### config.mk
export PLATFORM = sky130hd
export DESIGN_NAME = load_store_ctrl
export DESIGN_NICKNAME = d
export VERILOG_FILES = /design/src/rtl/load_store_ctrl.sv
export SDC_FILE = /design/constraint.sdc
export NUM_CORES = 1
export LEC_CHECK = 0
export ABC_AREA = 1
export BUFFER_PORTS_ARGS = -buffer_cell sky130_fd_sc_hd__buf_4
export CORE_ASPECT_RATIO = 0.8
export CORE_MARGIN = 2
export CORE_UTILIZATION = 59
export CTS_BUF_LIST = sky130_fd_sc_hd__clkbuf_16
export DETAILED_ROUTE_END_ITERATION = 16
export GPL_TIMING_DRIVEN = 0
export PLACE_DENSITY = 0.95
export SLEW_MARGIN = 10
export SYNTH_ARGS = -nofsm -noshare
export SYNTH_HDL_FRONTEND = slang
export SYNTH_SLANG_ARGS = --single-unit
export TNS_END_PERCENT = 5
### constraint.sdc
create_clock -name clk -period 2.9 [get_ports clk]
set_input_delay 0.29 -clock clk [delete_from_list [all_inputs] [get_ports clk]]
set_output_delay 0.29 -clock clk [all_outputs]
set_load 0.02 [all_outputs]
### src/rtl/load_store_ctrl.sv
// -----------------------------------------------------------------------------
// load_store_ctrl
//   Initiator side of a word-addressed data-memory interface, placed between
//   the MIPS MEM stage and data memory. Accepts lw/lh/lhu/lb/lbu/sw/sh/sb
//   requests, drives the memRead/memWrite handshake and returns extracted,
//   extended load data. Sub-word stores are read-modify-write. Memory reacts
//   to address changes, so every access phase is bracketed by PARK_ADDR.
//
// Ports
//   clk, rst_n        clock (rising edge), asynchronous active-low reset
//   req_valid/ready   request handshake; ready only in IDLE
//   req_write         1 = store, 0 = load
//   req_size          00 byte, 01 half, 10/11 word
//   req_unsigned      loads: 1 = zero-extend, 0 = sign-extend
//   req_addr          byte address
//   req_wdata         store data, right-justified for sub-word stores
//   resp_valid        one-cycle completion pulse
//   resp_rdata        extended load data (0 for stores and errors)
//   resp_error        misaligned or out-of-range access
//   busy              ~req_ready
//   mem_address       word index, or PARK_ADDR when idle
//   mem_read/write    memRead / memWrite strobes
//   mem_write_data    writeData
//   mem_read_data     readData
// -----------------------------------------------------------------------------
module load_store_ctrl #(
   parameter int unsigned MEM_LATENCY = 1,
   parameter int unsigned MEM_WORDS   = 51,
   parameter logic [31:0] PARK_ADDR   = 32'hFFFF_FFFF
) (
   input  logic        clk,
   input  logic        rst_n,
   input  logic        req_valid,
   output logic        req_ready,
   input  logic        req_write,
   input  logic [1:0]  req_size,
   input  logic        req_unsigned,
   input  logic [31:0] req_addr,
   input  logic [31:0] req_wdata,
   output logic        resp_valid,
   output logic [31:0] resp_rdata,
   output logic        resp_error,
   output logic        busy,
   output logic [31:0] mem_address,
   output logic        mem_read,
   output logic        mem_write,
   output logic [31:0] mem_write_data,
   input  logic [31:0] mem_read_data
);

   typedef enum logic [2:0] {
      S_IDLE,
      S_RD,
      S_PARK,
      S_WR,
      S_RESP
   } state_e;

   localparam int unsigned     CNT_W    = (MEM_LATENCY > 1) ? $clog2(MEM_LATENCY) : 1;
   localparam logic [CNT_W-1:0] CNT_LAST = CNT_W'(MEM_LATENCY - 1);

   // Big-endian lane extraction with sign/zero extension.
   function automatic logic [31:0] extract(input logic [31:0] w, input logic [1:0] sz,
                                           input logic [1:0] off, input logic uns);
      logic [7:0]  b;
      logic [15:0] h;
      logic [31:0] r;
      case (off)
         2'd0:    b = w[31:24];
         2'd1:    b = w[23:16];
         2'd2:    b = w[15:8];
         default: b = w[7:0];
      endcase
      h = off[1] ? w[15:0] : w[31:16];
      case (sz)
         2'b00:   r = uns ? {24'h0, b} : {{24{b[7]}}, b};
         2'b01:   r = uns ? {16'h0, h} : {{16{h[15]}}, h};
         default: r = w;
      endcase
      return r;
   endfunction

   // Replace only the addressed lane(s) of the old word with store data.
   function automatic logic [31:0] merge(input logic [31:0] w, input logic [31:0] d,
                                         input logic [1:0] sz, input logic [1:0] off);
      logic [31:0] r;
      r = w;
      case (sz)
         2'b00: begin
            case (off)
               2'd0:    r[31:24] = d[7:0];
               2'd1:    r[23:16] = d[7:0];
               2'd2:    r[15:8]  = d[7:0];
               default: r[7:0]   = d[7:0];
            endcase
         end
         2'b01: begin
            if (off[1]) r[15:0]  = d[15:0];
            else        r[31:16] = d[15:0];
         end
         default: r = d;
      endcase
      return r;
   endfunction

   state_e           state_q, state_d;
   logic [CNT_W-1:0] cnt_q;
   logic [29:0]      word_q;
   logic [1:0]       off_q, size_q;
   logic             uns_q, write_q, err_q;
   logic [31:0]      wdata_q, merge_q;

   logic             resp_valid_q, resp_valid_d;
   logic             resp_error_q, resp_error_d;
   logic [31:0]      resp_rdata_q, resp_rdata_d;
   logic [31:0]      mem_address_q, mem_address_d;
   logic             mem_read_q, mem_read_d;
   logic             mem_write_q, mem_write_d;
   logic [31:0]      mem_write_data_q, mem_write_data_d;

   logic             accept, acc_err, rd_done;
   logic [29:0]      cur_word;

   assign req_ready = (state_q == S_IDLE);
   assign busy      = ~req_ready;
   assign accept    = req_valid & req_ready;
   assign rd_done   = (cnt_q == CNT_LAST);

   // Misaligned half/word or word index beyond the memory depth.
   assign acc_err = (req_size == 2'b01 && req_addr[0])
                  || (req_size[1] && req_addr[1:0] != 2'b00)
                  || ({2'b00, req_addr[31:2]} >= MEM_WORDS);

   // On the acceptance edge the request fields are not yet captured.
   assign cur_word = (state_q == S_IDLE) ? req_addr[31:2] : word_q;

   // ---------------------------------------------------------------- state reg
   // NOTE: sequential state uses non-blocking assignments so every register
   // samples pre-edge values regardless of process ordering.
   always_ff @(posedge clk or negedge rst_n) begin
      if (!rst_n) state_q <= S_IDLE;
      else        state_q <= state_d;
   end

   // --------------------------------------------------------------- next state
   // NOTE: default assignment first keeps this block free of inferred latches.
   always_comb begin
      state_d = state_q;
      case (state_q)
         S_IDLE: begin
            if (req_valid) begin
               if (acc_err)                           state_d = S_PARK;
               else if (!req_write || !req_size[1])   state_d = S_RD;
               else                                   state_d = S_WR;
            end
         end
         S_RD:    if (rd_done) state_d = write_q ? S_PARK : S_RESP;
         // Errors also pass through PARK so the response timing matches the
         // one-cycle accesses while the memory port stays parked.
         S_PARK:  state_d = err_q ? S_RESP : S_WR;
         S_WR:    state_d = S_RESP;
         S_RESP:  state_d = S_IDLE;
         default: state_d = S_IDLE;
      endcase
   end

   // ----------------------------------------------------------- output decode
   // Outputs are decoded from the next state and registered.
   always_comb begin
      mem_address_d    = PARK_ADDR;
      mem_read_d       = 1'b0;
      mem_write_d      = 1'b0;
      mem_write_data_d = '0;
      resp_valid_d     = 1'b0;
      resp_error_d     = 1'b0;
      resp_rdata_d     = '0;
      case (state_d)
         S_RD: begin
            mem_address_d = {2'b00, cur_word};
            mem_read_d    = 1'b1;
         end
         S_WR: begin
            mem_address_d    = {2'b00, cur_word};
            mem_write_d      = 1'b1;
            mem_write_data_d = (state_q == S_IDLE) ? req_wdata : merge_q;
         end
         S_RESP: begin
            resp_valid_d = 1'b1;
            resp_error_d = err_q;
            // Only a load reaches RESP straight from RD.
            if (state_q == S_RD) resp_rdata_d = extract(mem_read_data, size_q, off_q, uns_q);
         end
         default: ;
      endcase
   end

   always_ff @(posedge clk or negedge rst_n) begin
      if (!rst_n) begin
         resp_valid_q     <= 1'b0;
         resp_error_q     <= 1'b0;
         resp_rdata_q     <= '0;
         mem_address_q    <= PARK_ADDR;
         mem_read_q       <= 1'b0;
         mem_write_q      <= 1'b0;
         mem_write_data_q <= '0;
      end else begin
         resp_valid_q     <= resp_valid_d;
         resp_error_q     <= resp_error_d;
         resp_rdata_q     <= resp_rdata_d;
         mem_address_q    <= mem_address_d;
         mem_read_q       <= mem_read_d;
         mem_write_q      <= mem_write_d;
         mem_write_data_q <= mem_write_data_d;
      end
   end

   // ----------------------------------------------------------------- datapath
   // NOTE: the request/data registers are reset too; they are few and this
   // keeps simulation free of X after an aborted operation.
   always_ff @(posedge clk or negedge rst_n) begin
      if (!rst_n) begin
         cnt_q   <= '0;
         word_q  <= '0;
         off_q   <= '0;
         size_q  <= '0;
         uns_q   <= 1'b0;
         write_q <= 1'b0;
         err_q   <= 1'b0;
         wdata_q <= '0;
         merge_q <= '0;
      end else begin
         if (accept) begin
            word_q  <= req_addr[31:2];
            off_q   <= req_addr[1:0];
            size_q  <= req_size;
            uns_q   <= req_unsigned;
            write_q <= req_write;
            err_q   <= acc_err;
            wdata_q <= req_wdata;
         end
         if (state_q == S_RD && !rd_done) cnt_q <= cnt_q + 1'b1;
         else                             cnt_q <= '0;
         if (state_q == S_RD && rd_done && write_q)
            merge_q <= merge(mem_read_data, wdata_q, size_q, off_q);
      end
   end

   assign resp_valid     = resp_valid_q;
   assign resp_error     = resp_error_q;
   assign resp_rdata     = resp_rdata_q;
   assign mem_address    = mem_address_q;
   assign mem_read       = mem_read_q;
   assign mem_write      = mem_write_q;
   assign mem_write_data = mem_write_data_q;

endmodule

# Word level (Yosys, flattened, before mapping)
# Cells that the tools add are included.
[classes]
n_div = 0
n_shift = 0
magnitude_cmp = 1
multipliers = 0
bitwise_logic = 3
reduce_logical = 16
n_eq_ne = 10
n_addsub = 1
n_mux = 30
[op_table]
columns = ["op", "n"]
rows = [
  ["$mux 32", 7],
  ["$pmux 32 s2", 2],
  ["$mux 16", 3],
  ["$mux 8", 4],
  ["$ge 30x6->1 const B", 1],
  ["$mux 30", 1],
  ["$pmux 8 s3", 1],
  ["$mux 3", 4],
  ["$pmux 3 s4", 1],
  ["$eq 3x2->1 const B", 3],
  ["$eq 2x1->1 const B", 3],
  ["$eq 3x1->1 const B", 2],
  ["$logic_and 1x1->1", 5],
  ["$mux 1", 5],
  ["$logic_not 2->1", 2],
  ["$mux 2", 2],
  ["$eq 3x3->1 const B", 1],
  ["$logic_not 3->1", 1],
  ["$logic_or 1x1->1", 3],
  ["$reduce_or 3->1", 1],
  ["$eq 2x2->1 const B", 1],
  ["$logic_not 1->1", 2],
  ["$not 1->1", 2],
  ["$reduce_bool 2->1", 1],
  ["other kinds (3)", 3],
]
[word_totals]
output_inout_bits = 102
mem_count = 0
latchBits = 0
wordCells = 78
reg_bits = 205
ram_bits = 0
mem_bits_ro = 0

# Longest topological paths before layout
# Gate-level depths: netlist of the first run.
[depth]
depth_word = 10
ltp_mapped = 10
depth_no_buf = 9

# Least setup slack after synthesis of the first run
# Ideal clock, no wire load.
[synth_timing]
path_type = "register to register"
from = "reg state_q[2]"
to = "reg merge_q[22]"
setup_slack_ns = 1.482
t_required_ns = 2.769
setup_ns = 0.131
stages_incl_launch_ff = 8
t_arrival_ns = 1.287
cell_sequence = "dfrtp_1 > nor2_2 > nand2_1 > nor3_2 > inv_2 > clkbuf_1 > a21oi_1 > a31oi_1"
[synth_via]
elab_chain_len = 3
[synth_lines]
columns = ["item", "line", "rtl"]
rows = [
  ["start, declared", "106", "state_e state_q, state_d;"],
  ["start signal, assigned", "142", "else state_q <= state_d;"],
  ["$eq 3x1->1", "243", "if (state_q == S_RD && rd_done && write_q)"],
  ["$logic_and 1x1->1 (2 in series)", "243", ""],
  ["end signal, assigned", "244", "merge_q <= merge(mem_read_data, wdata_q, size_q, off_q);"],
  ["end, declared", "111", "logic [31:0] wdata_q, merge_q;"],
]
# Every way passes these cells.
# A chain may end at the register's enable or synchronous reset.

# Worst setup path after layout of the first run
[layout_timing]
from = "reg state_q[0]"
to = "out busy"
[layout_via]
elab_chain_len = 2
[layout_lines]
columns = ["item", "line", "rtl"]
rows = [
  ["$logic_not 3->1", "124", "assign req_ready = (state_q == S_IDLE);"],
  ["$not 1->1", "125", "assign busy = ~req_ready;"],
  ["end, declared", "43", "output logic busy,"],
]
# Every way passes these cells.

==> metrics.cfg, run 1 <==
[finish]
final_core_util = 0.758
antennaDiodeCount = 0
n_fill_cell = 1072
nets = 1423
register_area_um2 = 5140
syn_to_final_growth_pct = 25.5
layout-drive-gt1-share = 0.278
multi_input_area_um2 = 3510

[clock_network]
cts_root_buf = clkbuf_16
clock_latency_ps = 500
htree_levels = 1
cts_resized = 0
path_clk_slew_ps = 60
cts_tree = done
cts_buffers = 20
cts.sinks = 204
clk_path_buf_depth = 3

[die]
dieArea_um2 = 17200
num_rows = 41
coreArea_um2 = 15700
io_pins = 205
initial_core_util = 0.604
die_w_um = 146
chipHeight_um = 118

[worst_hold_path]
hold_depth = 3
holdCritPathClass = in -> reg
hold_end = wdata_q[2]
hold_path_startpoint = req_wdata[2]

[place]
post-place-ws_ps = 936
place_congestion = 0.975
dp_hpwl_mm = 21.7
io_buffer_count = 204

[critical_path]
reg2reg_to = mem_write_data[3]
critPathTopFamily = buffers and inverters
cp_data_arrival_time_ps = 2040
r2r_slack_ps = 910
cp_slowest_stage_delay_ps = 440
crit_type = reg -> out
crit_path_start_kind = register
required_ps = 2610
path_depth = 5
rr_worst_depth = 10
r2r_start = state_q[1]
slowest_stage = buf_1
critPathMaxFanout = 10
cp_cell_sequence = inv_1 -> nand2_2 -> buf_2 -> buf_1 -> buf_4
end_kind = output pin
worst-path-buf-inv = 4

[synth]
synth-compound-area-share = 0.180
synth_top_family_by_area = simple AND/OR/NAND/NOR gates
synthDistinctLibCells = 37
synth-edff-count = 0
async_reset_ff_frac = 1.00
yosysMostFrequentCell = nand2_1
synth-adder-area-share = 0
synthTopCellsByArea = dfrtp_1, nand2_1, dfstp_2
synth_area_um2 = 9510
ys_seq_elements = 204
synth_flop_cell = dfrtp_1
synthTopCellsByCount = nand2_1, dfrtp_1, o21ai_0
syn_nets = 1195
synth_xor_area_frac = 0
syn-instance-count = 1092
yosys.area.top_type_share = 0.455
synthSimpleGateAreaFrac = 0.189
syn_avg_cell_area_um2 = 8.71
ys_seq_area_frac = 0.541
ys_warn_count = 0
synth_top_cell_by_area = dfrtp_1
synth_mux_area_frac = 0

[global_routing]
grt_pass1_wl_mm = 46.6
antenna_found_initial = 0
grt_pass1_vias = 8797
track_usage = 0.343
overflow = 0
grt_max_degree = 106

[status]
outcome = completed

[sta]
finalCriticalPeriod_ps = 2330
rsz0062_at_grt = false
setup_viol = 0
max_slew_margin = 0.489
finalSetupTns_ps = 0
min_period_over_period = 0.803
max_freq_mhz = 430
finalHoldViolations = 0
setup_slack_ps = 573
skew_ps = 9.88
whs_ps = 15.3
max_slew.worst_pin.slew_ps = 766
final_max_slew_viol_count = 0

[pwr]
seq_power_share = 0.350
peakVddDrop_v = 0.000577
fin_total_pwr_w = 0.0131
internal-power_w = 0.00724
combPwrFrac = 0.468
power_leakage_nw = 5.90
power.density_nw_per_um2 = 1100
clkPwrFrac = 0.182
p_switching_w = 0.00583
netSwitchingFraction = 0.446

[route]
wl_per_cell_um = 19.0
dr.pass1.iters = 8
viasPerCell = 5.81
finalWirelength_mm = 29.5
dr_total_vias = 8992
first_iter_violations = 943
ant_nets = 0
drc = 0

[flow_run]
drv_cap = 0

-- worst max-delay path by stage --
| stage | to | slack (ps) | from |
|---|---|---|---|
| detailed placement | mem_write_data[3] | 940 | req_addr[24] |
| global route | busy | 500 | state_q[0] |
| finish | busy | 570 | state_q[0] |
| CTS | busy | 590 | state_q[0] |
| global placement | mem_write_data[2] | 250 | rst_n |
| floorplan | merge_q[22] | 1480 | state_q[2] |
-- per-stage QoR --
step	area [um2]	instances
floorplan	9510	1092
global placement	11300	1511
detailed placement	11300	1512
CTS	11900	1547
global route	11900	1547
finish	11900	1547
-- sequential cells by signal, indices dropped and copies added, names as in the netlist --
name / cells
cnt_q: 1
wdata_q: 32
mem_read: 1
mem_write: 1
mem_address: 31
resp_rdata: 32
merge_q: 32
size_q: 2
err_q: 1
uns_q: 1
write_q: 1
mem_write_data: 32
resp_error: 1
state_q: 3
off_q: 2
resp_valid: 1
word_q: 30
-- per-layer routing --
| metal | track usage | vias up | routed length, um |
|---|---|---|---|
| li1 | - | 4015 | - |
| met1 | 0.489 | 4305 | 11800 |
| met2 | 0.518 | 578 | 13200 |
| met3 | 0.0833 | 94 | 3390 |
| met4 | 0.121 | 0 | 1010 |
| met5 | 0 | - | 0 |
-- worst register-to-register path, cell delays in order, from the launching register on --
cell	delay, ps
dfrtp_1	400
nor2_2	120
nand2_2	140
inv_2	160
nand2_4	120
inv_2	120
nand2_1	60
nand2_1	240
nand2_2	240
buf_6	240
nor2_2	90
-- cells by family (layout without fill, tap and decap cells) --
family / after synthesis / after routing
flip-flops: 204 / 204
other: 1 / 1
AND/OR/NAND/NOR: 399 / 399
buffers and inverters: 201 / 441
AO/OA/AOI/OAI: 287 / 287
-- power by group through the flow --
stage | clock (W) | sequential [W] | combinational [W]
4_1_cts | 0.00238 | 0.00454 | 0.00601
2_1_floorplan | 0 | 0.00484 | 0.00358
6_report | 0.00238 | 0.00457 | 0.00612
3_5_place_dp | 0 | 0.00457 | 0.00596
3_3_place_gp | 0 | 0.00453 | 0.00577
5_1_grt | 0.00250 | 0.00465 | 0.00669
-- placed cells by master, fill, tap and decap left out, types with 15 or more instances in the layout --
master     count
inv_1        129
nor2_2        41
a22oi_1       15
dfstp_2       31
clkbuf_16     21
nand2_1      263
o211ai_1      55
buf_4        213
clkbuf_1      30
a31oi_1       19
dfrtp_1      173
nor2_1        54
a21oi_1       36
buf_2         20
o21ai_0      130
-- cell type report --
cell class                 instances  share of cell area
sequential                       204               0.431
multi-input combinational        687               0.294
timing repair buffer             206               0.132
clock buffer                      21              0.0440
inverter                         132              0.0415
buffer                            69              0.0302
tap                              215              0.0225
clock inverter                    13             0.00461
-- what timing repair did --
action                    in CTS  in global routing
buffers inserted               0                  0
hold buffers                   1                  0
hold endpoints to repair      88                  0
Power figures use the tool's default switching activity.
==> run 2: changes to the inputs <==
--- a/config.mk
+++ b/config.mk
@@ -9,11 +9,11 @@
 export BUFFER_PORTS_ARGS = -buffer_cell sky130_fd_sc_hd__buf_4
 export CORE_ASPECT_RATIO = 0.8
 export CORE_MARGIN = 2
-export CORE_UTILIZATION = 59
+export CORE_UTILIZATION = 49
 export CTS_BUF_LIST = sky130_fd_sc_hd__clkbuf_16
 export DETAILED_ROUTE_END_ITERATION = 16
 export GPL_TIMING_DRIVEN = 0
-export PLACE_DENSITY = 0.95
+export PLACE_DENSITY = 0.88
 export SLEW_MARGIN = 10
 export SYNTH_ARGS = -nofsm -noshare
 export SYNTH_HDL_FRONTEND = slang
==> constraint.sdc (replaced) <==
create_clock -name clk -period 1.91 [get_ports clk]
set_input_delay 0.191 -clock clk [delete_from_list [all_inputs] [get_ports clk]]
set_output_delay 0.191 -clock clk [all_outputs]
set_load 0.02 [all_outputs]
==> run 2 against run 1 <==
Compared with the run above: cell count rose by 7.6%; non-clock buffer count up 69; hold slack lost 5.1 ps; flip-flop and latch count unchanged; clock-buffer cell count increased by 2; sequential share of layout area down 3.3 points; critical path type unchanged; largest cell class unchanged; highest routed layer unchanged.
==> metrics.cfg, run 2 (synthesis results as in run 1) <==
[status]
outcome = completed  ; unchanged

[critical_path]
crit_path_start_kind = register  ; unchanged
worst-path-buf-inv = 3  ; was 4
critPathMaxFanout = 10  ; unchanged
cp_slowest_stage_delay_ps = 420  ; was 440 ps
rr_worst_depth = 7  ; was 10
critPathTopFamily = buffers and inverters  ; unchanged
path_depth = 5  ; unchanged
cp_data_arrival_time_ps = 1670  ; was 2040 ps
cp_cell_sequence = nor2_2 -> nand2_4 -> inv_4 -> clkbuf_8 -> buf_4  ; was inv_1 -> nand2_2 -> buf_2 -> buf_1 -> buf_4
slowest_stage = dfrtp_1  ; was buf_1
end_kind = output pin  ; unchanged
required_ps = 1720  ; was 2610 ps
crit_type = reg -> out  ; unchanged

[pwr]
netSwitchingFraction = 0.439  ; was 0.446
seq_power_share = 0.331  ; was 0.350
p_switching_w = 0.00925  ; was 0.00583 W
power.density_nw_per_um2 = 1630  ; was 1100 nW/um2
peakVddDrop_v = 0.000808  ; was 0.000577 V
power_leakage_nw = 6.30  ; was 5.90 nW
clkPwrFrac = 0.212  ; was 0.182
combPwrFrac = 0.457  ; was 0.468
internal-power_w = 0.0118  ; was 0.00724 W

[route]
drc = 0  ; unchanged
wl_per_cell_um = 19.1  ; was 19.0 um
first_iter_violations = 1161  ; was 943
ant_nets = 0  ; unchanged
dr_total_vias = 9239  ; was 8992
viasPerCell = 5.55  ; was 5.81
dr.pass1.iters = 6  ; was 8
finalWirelength_mm = 31.7  ; was 29.5 mm

[sta]
finalSetupTns_ps = 0  ; unchanged
setup_viol = 0  ; unchanged
final_max_slew_viol_count = 0  ; unchanged
rsz0062_at_grt = true  ; was false
finalCriticalPeriod_ps = 1860
max_slew_margin = 0.530  ; was 0.489
max_slew.worst_pin.slew_ps = 705  ; was 766 ps
finalHoldViolations = 0  ; unchanged
skew_ps = 15.7  ; was 9.88 ps
min_period_over_period = 0.976
max_freq_mhz = 537
whs_ps = 10.2  ; was 15.3 ps

[clock_network]
htree_levels = 1  ; unchanged
cts.sinks = 204  ; unchanged
clock_latency_ps = 510  ; was 500 ps
path_clk_slew_ps = 70  ; was 60 ps
cts_tree = done  ; unchanged
cts_root_buf = clkbuf_16  ; unchanged
cts_setup_buffers = 0  ; unchanged
cts_buffers = 22  ; was 20
clk_path_buf_depth = 3  ; unchanged

[finish]
final_cell_mix = nand2_1, buf_4, dfrtp_1, o21ai_0, inv_1  ; unchanged
layout_commonest_cell = nand2_1  ; unchanged
stdcell_area_um2 = 12900  ; was 11900 um2
syn_to_final_growth_pct = 35.8  ; was 25.5%
fin_cells = 1665  ; was 1547
antennaDiodeCount = 0  ; unchanged
layout-drive-gt1-share = 0.276  ; was 0.278
nets = 1494  ; was 1423

[global_routing]
grt_pass1_vias = 9065  ; was 8797
track_usage = 0.302  ; was 0.343
grt_max_degree = 114  ; was 106
grt_pass1_wl_mm = 48.6  ; was 46.6 mm
overflow = 0  ; unchanged
antenna_found_initial = 0  ; unchanged

[die]
die_w_um = 160  ; was 146 um
num_rows = 45  ; was 41
initial_core_util = 0.501  ; was 0.604
dieArea_um2 = 20500  ; was 17200 um2
coreArea_um2 = 19000  ; was 15700 um2
chipHeight_um = 129  ; was 118 um
io_pins = 205  ; unchanged

[worst_hold_path]
hold_depth = 3  ; unchanged
holdCritPathClass = in -> reg  ; unchanged

[place]
dpl_cell_area_um2 = 11400  ; was 11300 um2
place_congestion = 1.01  ; was 0.975
dp_hpwl_mm = 21.9  ; was 21.7 mm
io_buffer_count = 204  ; unchanged
place_inst = 1555  ; was 1512

[flow_run]
drv_cap = 0  ; unchanged

==> run 2: changes by cell type in the layout (fill, tap and decap cells not counted), moves of 3 or more <==
cell,before,now
bufinv_16,0,3
clkbuf_2,0,5
inv_1,129,124
clkinv_2,2,5
dlygate4sd3_1,1,71
buf_2,20,15
clkbuf_4,0,4
clkbuf_1,30,24
nand2_4,1,4
==> run 2: final timing paths <==
path	startpoint	to	slack [ps]
max	state_q[1]	req_ready	50
min	req_wdata[12]	wdata_q[12]	10
max reg2reg	state_q[1]	resp_rdata[12]	80
min reg2reg	merge_q[2]	merge_q[2]	490
max in group asynchronous	rst_n	resp_rdata[29]	610
min in group asynchronous	rst_n	mem_write_data[23]	300
==> run 2: cell type report <==
type	instances	area (um2)
tap	258	323
clock buffer	23	576
inverter	132	498
clock inverter	17	176
buffer	68	385
sequential	204	5140
timing repair buffer	276	2280
multi-input combinational	687	3540
fill	1422	6060
==> run 2: metrics by stage <==
stage	utilization	worst slack, ps	total power (W)
floorplan	-	492	0.0128
global placement	0.599	-699	0.0157
detailed placement	0.601	-54.9	0.0160
CTS	0.679	22.6	0.0207
global route	0.681	-27.5	0.0222
finish	0.681	46.7	0.0211
==> run 2: worst register-to-register path, cell delays in order (launching register included) <==
cell and delay, ps:
dfrtp_1 420, nor2_2 160, nand2_1 180, buf_2 260, inv_1 170, buf_4 190
o21ai_0 90, a211oi_1 230
==> run 2: power groups by stage <==
stage / logic [W] / clock network, W / registers (W)
after floorplan: 0.00544 / 0 / 0.00735
after global placement: 0.00878 / 0 / 0.00690
after detailed placement: 0.00908 / 0 / 0.00693
after CTS: 0.00929 / 0.00448 / 0.00689
after global routing: 0.0104 / 0.00467 / 0.00708
final: 0.00962 / 0.00447 / 0.00697
==> run 2: per-layer routing <==
layer	part of all wire	wire length, um	track usage
met5	0	0	0
met4	0.032	1010	0.0938
met3	0.10	3260	0.0732
met2	0.46	14700	0.491
met1	0.40	12800	0.406
==> run 2: repair_timing <==
action / 4_1_cts / 5_1_grt
resized for setup: 6 / 19
hold buffers: 71 / 0
endpoints found under the hold margin: 183 / 0
setup endpoints to repair: 32 / 96
==> run 3: changes to the inputs <==
--- a/config.mk
+++ b/config.mk
@@ -7,13 +7,13 @@
 export LEC_CHECK = 0
 export ABC_AREA = 1
 export BUFFER_PORTS_ARGS = -buffer_cell sky130_fd_sc_hd__buf_4
-export CORE_ASPECT_RATIO = 0.8
+export CORE_ASPECT_RATIO = 0.6
 export CORE_MARGIN = 2
-export CORE_UTILIZATION = 49
+export CORE_UTILIZATION = 46
 export CTS_BUF_LIST = sky130_fd_sc_hd__clkbuf_16
 export DETAILED_ROUTE_END_ITERATION = 16
 export GPL_TIMING_DRIVEN = 0
-export PLACE_DENSITY = 0.88
+export PLACE_DENSITY = 0.84
 export SLEW_MARGIN = 10
 export SYNTH_ARGS = -nofsm -noshare
 export SYNTH_HDL_FRONTEND = slang
==> run 3 against run 2 <==
Compared with the run above: clock-buffer cell count down 2; sequential share of layout area up 0.49 points; non-clock buffer count down 11; critical path type unchanged; setup slack worse by 37 ps.
==> metrics.cfg, run 3 (synthesis results as in run 1) <==
[status]
outcome = completed  ; unchanged

[sta]
min_period_over_period = 0.995  ; was 0.976
max_freq_mhz = 526  ; was 537 MHz
skew_ps = 15.5  ; was 15.7 ps
finalCriticalPeriod_ps = 1900  ; was 1860 ps
final_max_slew_viol_count = 0  ; unchanged
max_slew.worst_pin.slew_ps = 742  ; was 705 ps
setup_viol = 0  ; unchanged
rsz0062_at_grt = true  ; unchanged
setup_slack_ps = 9.49  ; was 46.7 ps
finalHoldViolations = 0  ; unchanged
max_slew_margin = 0.506  ; was 0.530

[global_routing]
grtUsageMet2 = 0.425  ; was 0.491
grt_pass1_wl_mm = 49.3  ; was 48.6 mm
grt_max_degree = 85  ; was 114
overflow = 0  ; unchanged
track_usage = 0.293  ; was 0.302
grtUsageMet3 = 0.106  ; was 0.0732
top_usage_layer = met1  ; was met2
grt_pass1_vias = 8836  ; was 9065
gr-usage-met1 = 0.426  ; was 0.406
antenna_found_initial = 0  ; unchanged

[finish]
n_fill_cell = 1662  ; was 1422
layout-drive-gt1-share = 0.277  ; was 0.276
stdcell_area_um2 = 12800  ; was 12900 um2
nets = 1481  ; was 1494
final_cell_mix = nand2_1, buf_4, dfrtp_1, inv_1, o21ai_0  ; was nand2_1, buf_4, dfrtp_1, o21ai_0, inv_1
layout_commonest_cell = nand2_1  ; unchanged
syn_to_final_growth_pct = 34.1  ; was 35.8%

[pwr]
clkPwrFrac = 0.197  ; was 0.212
p_switching_w = 0.00923  ; was 0.00925 W
netSwitchingFraction = 0.444  ; was 0.439
combPwrFrac = 0.468  ; was 0.457
internal-power_w = 0.0116  ; was 0.0118 W
power.density_nw_per_um2 = 1630  ; about the same
fin_total_pwr_w = 0.0208  ; was 0.0211 W
peakVddDrop_v = 0.000939  ; was 0.000808 V
seq_power_share = 0.335  ; was 0.331
power_leakage_nw = 6.23  ; was 6.30 nW

[place]
io_buffer_count = 204  ; unchanged
post-place-ws_ps = -79.3  ; was -54.9 ps
place_congestion = 0.985  ; was 1.01
dpl_cell_area_um2 = 11400  ; about the same
dp_hpwl_mm = 23.4  ; was 21.9 mm

[clock_network]
cts_root_buf = clkbuf_16  ; unchanged
cts_tree = done  ; unchanged
clock_latency_ps = 500  ; was 510 ps
path_clk_slew_ps = 70  ; about the same
clk_path_buf_depth = 3  ; unchanged
cts_buffers = 20  ; was 22
cts.sinks = 204  ; unchanged
htree_levels = 1  ; unchanged

[die]
chipHeight_um = 115  ; was 129 um
num_rows = 40  ; was 45
io_pins = 205  ; unchanged
dieArea_um2 = 21900  ; was 20500 um2
initial_core_util = 0.473  ; was 0.501
coreArea_um2 = 20100  ; was 19000 um2
die_w_um = 190  ; was 160 um

[critical_path]
cp_common_cell = buf_4
end_kind = output pin  ; unchanged
cp_slowest_stage_delay_ps = 400  ; was 420 ps
r2r_start = state_q[0]  ; was state_q[1]
crit_path_start = state_q[2]  ; was state_q[1]
cp_cell_sequence = nor2_2 -> nand2_2 -> inv_4 -> buf_4 -> buf_4  ; was nor2_2 -> nand2_4 -> inv_4 -> clkbuf_8 -> buf_4
crit_path_start_kind = register  ; unchanged
cp_data_arrival_time_ps = 1710  ; was 1670 ps
slowest_stage = dfrtp_1  ; unchanged
required_ps = 1720  ; about the same
critPathMaxFanout = 10  ; unchanged
crit_type = reg -> out  ; unchanged
rr_worst_depth = 7  ; unchanged

[worst_hold_path]
hold_path_startpoint = req_wdata[31]  ; was req_wdata[12]
hold_depth = 3  ; unchanged
holdCritPathClass = in -> reg  ; unchanged

[route]
ant_nets = 0  ; unchanged
wl_per_cell_um = 19.1  ; about the same
first_iter_violations = 1018  ; was 1161
dr_total_vias = 9226  ; was 9239
viasPerCell = 5.54  ; was 5.55
finalWirelength_mm = 31.8  ; was 31.7 mm
dr.pass1.iters = 10  ; was 6
drc = 0  ; unchanged

[flow_run]
drv_cap = 0  ; unchanged

==> run 3: through the flow <==
step / hold WS [ps] / utilization / instances / TNS, ps
6_report: 7.52 / 0.634 / 1666 / 0
5_1_grt: 1.42 / 0.634 / 1665 / -136
4_1_cts: 0.216 / 0.632 / 1664 / -2.05
3_5_place_dp: 128 / 0.569 / 1571 / -2370
3_3_place_gp: 418 / 0.566 / 1569 / -123870
2_1_floorplan: -105 / - / 1092 / 0
==> run 3: area by class of cell <==
class	count	area, um2	share of cell area
Sequential cell	204	5140	0.403
Multi-Input combinational cell	687	3540	0.277
Timing Repair Buffer	265	2180	0.171
Clock buffer	21	526	0.0412
Inverter	132	498	0.0390
Buffer	68	383	0.0300
Tap cell	273	342	0.0268
Clock inverter	15	145	0.0114
Antenna cell	1	2.50	0.000196
==> run 3: critical path: cells and delay by family (launching register included) <==
family,cells,cell delay [ps]
buf+inv,3,510
flops,1,400
simple gates,2,290
==> run 3: metal layers <==
metal  part of all wire  vias to the layer above
met5                  0                        -
met4              0.018                        0
met3               0.13                       71
met2               0.42                      534
met1               0.44                     4481
li1                   -                     4140
==> run 3: power by group through the flow <==
| stage | registers (W) | logic [W] | clock network, W |
|---|---|---|---|
| final | 0.00697 | 0.00973 | 0.00410 |
| after CTS | 0.00693 | 0.00940 | 0.00413 |
| after global routing | 0.00710 | 0.0106 | 0.00432 |
| after global placement | 0.00694 | 0.00898 | 0 |
| after floorplan | 0.00735 | 0.00544 | 0 |
| after detailed placement | 0.00697 | 0.00920 | 0 |
==> run 3: path summary, 6_finish.rpt <==
path / to / slack [ps]
setup / recovery: req_ready / 9
hold / removal: wdata_q[31] / 8
setup reg to reg: mem_write_data[30] / 30
hold reg to reg: word_q[8] / 490
max in group asynchronous: mem_address[8] / 580
min in group asynchronous: mem_write_data[17] / 210
==> run 3: timing repair <==
action / CTS / global route
endpoints found under the setup margin: 50 / 91
pin swaps: 0 / 1
hold buffers: 58 / 0
setup buffers: 0 / 1
hold endpoints to repair: 125 / 0
gates resized for setup: 8 / 23
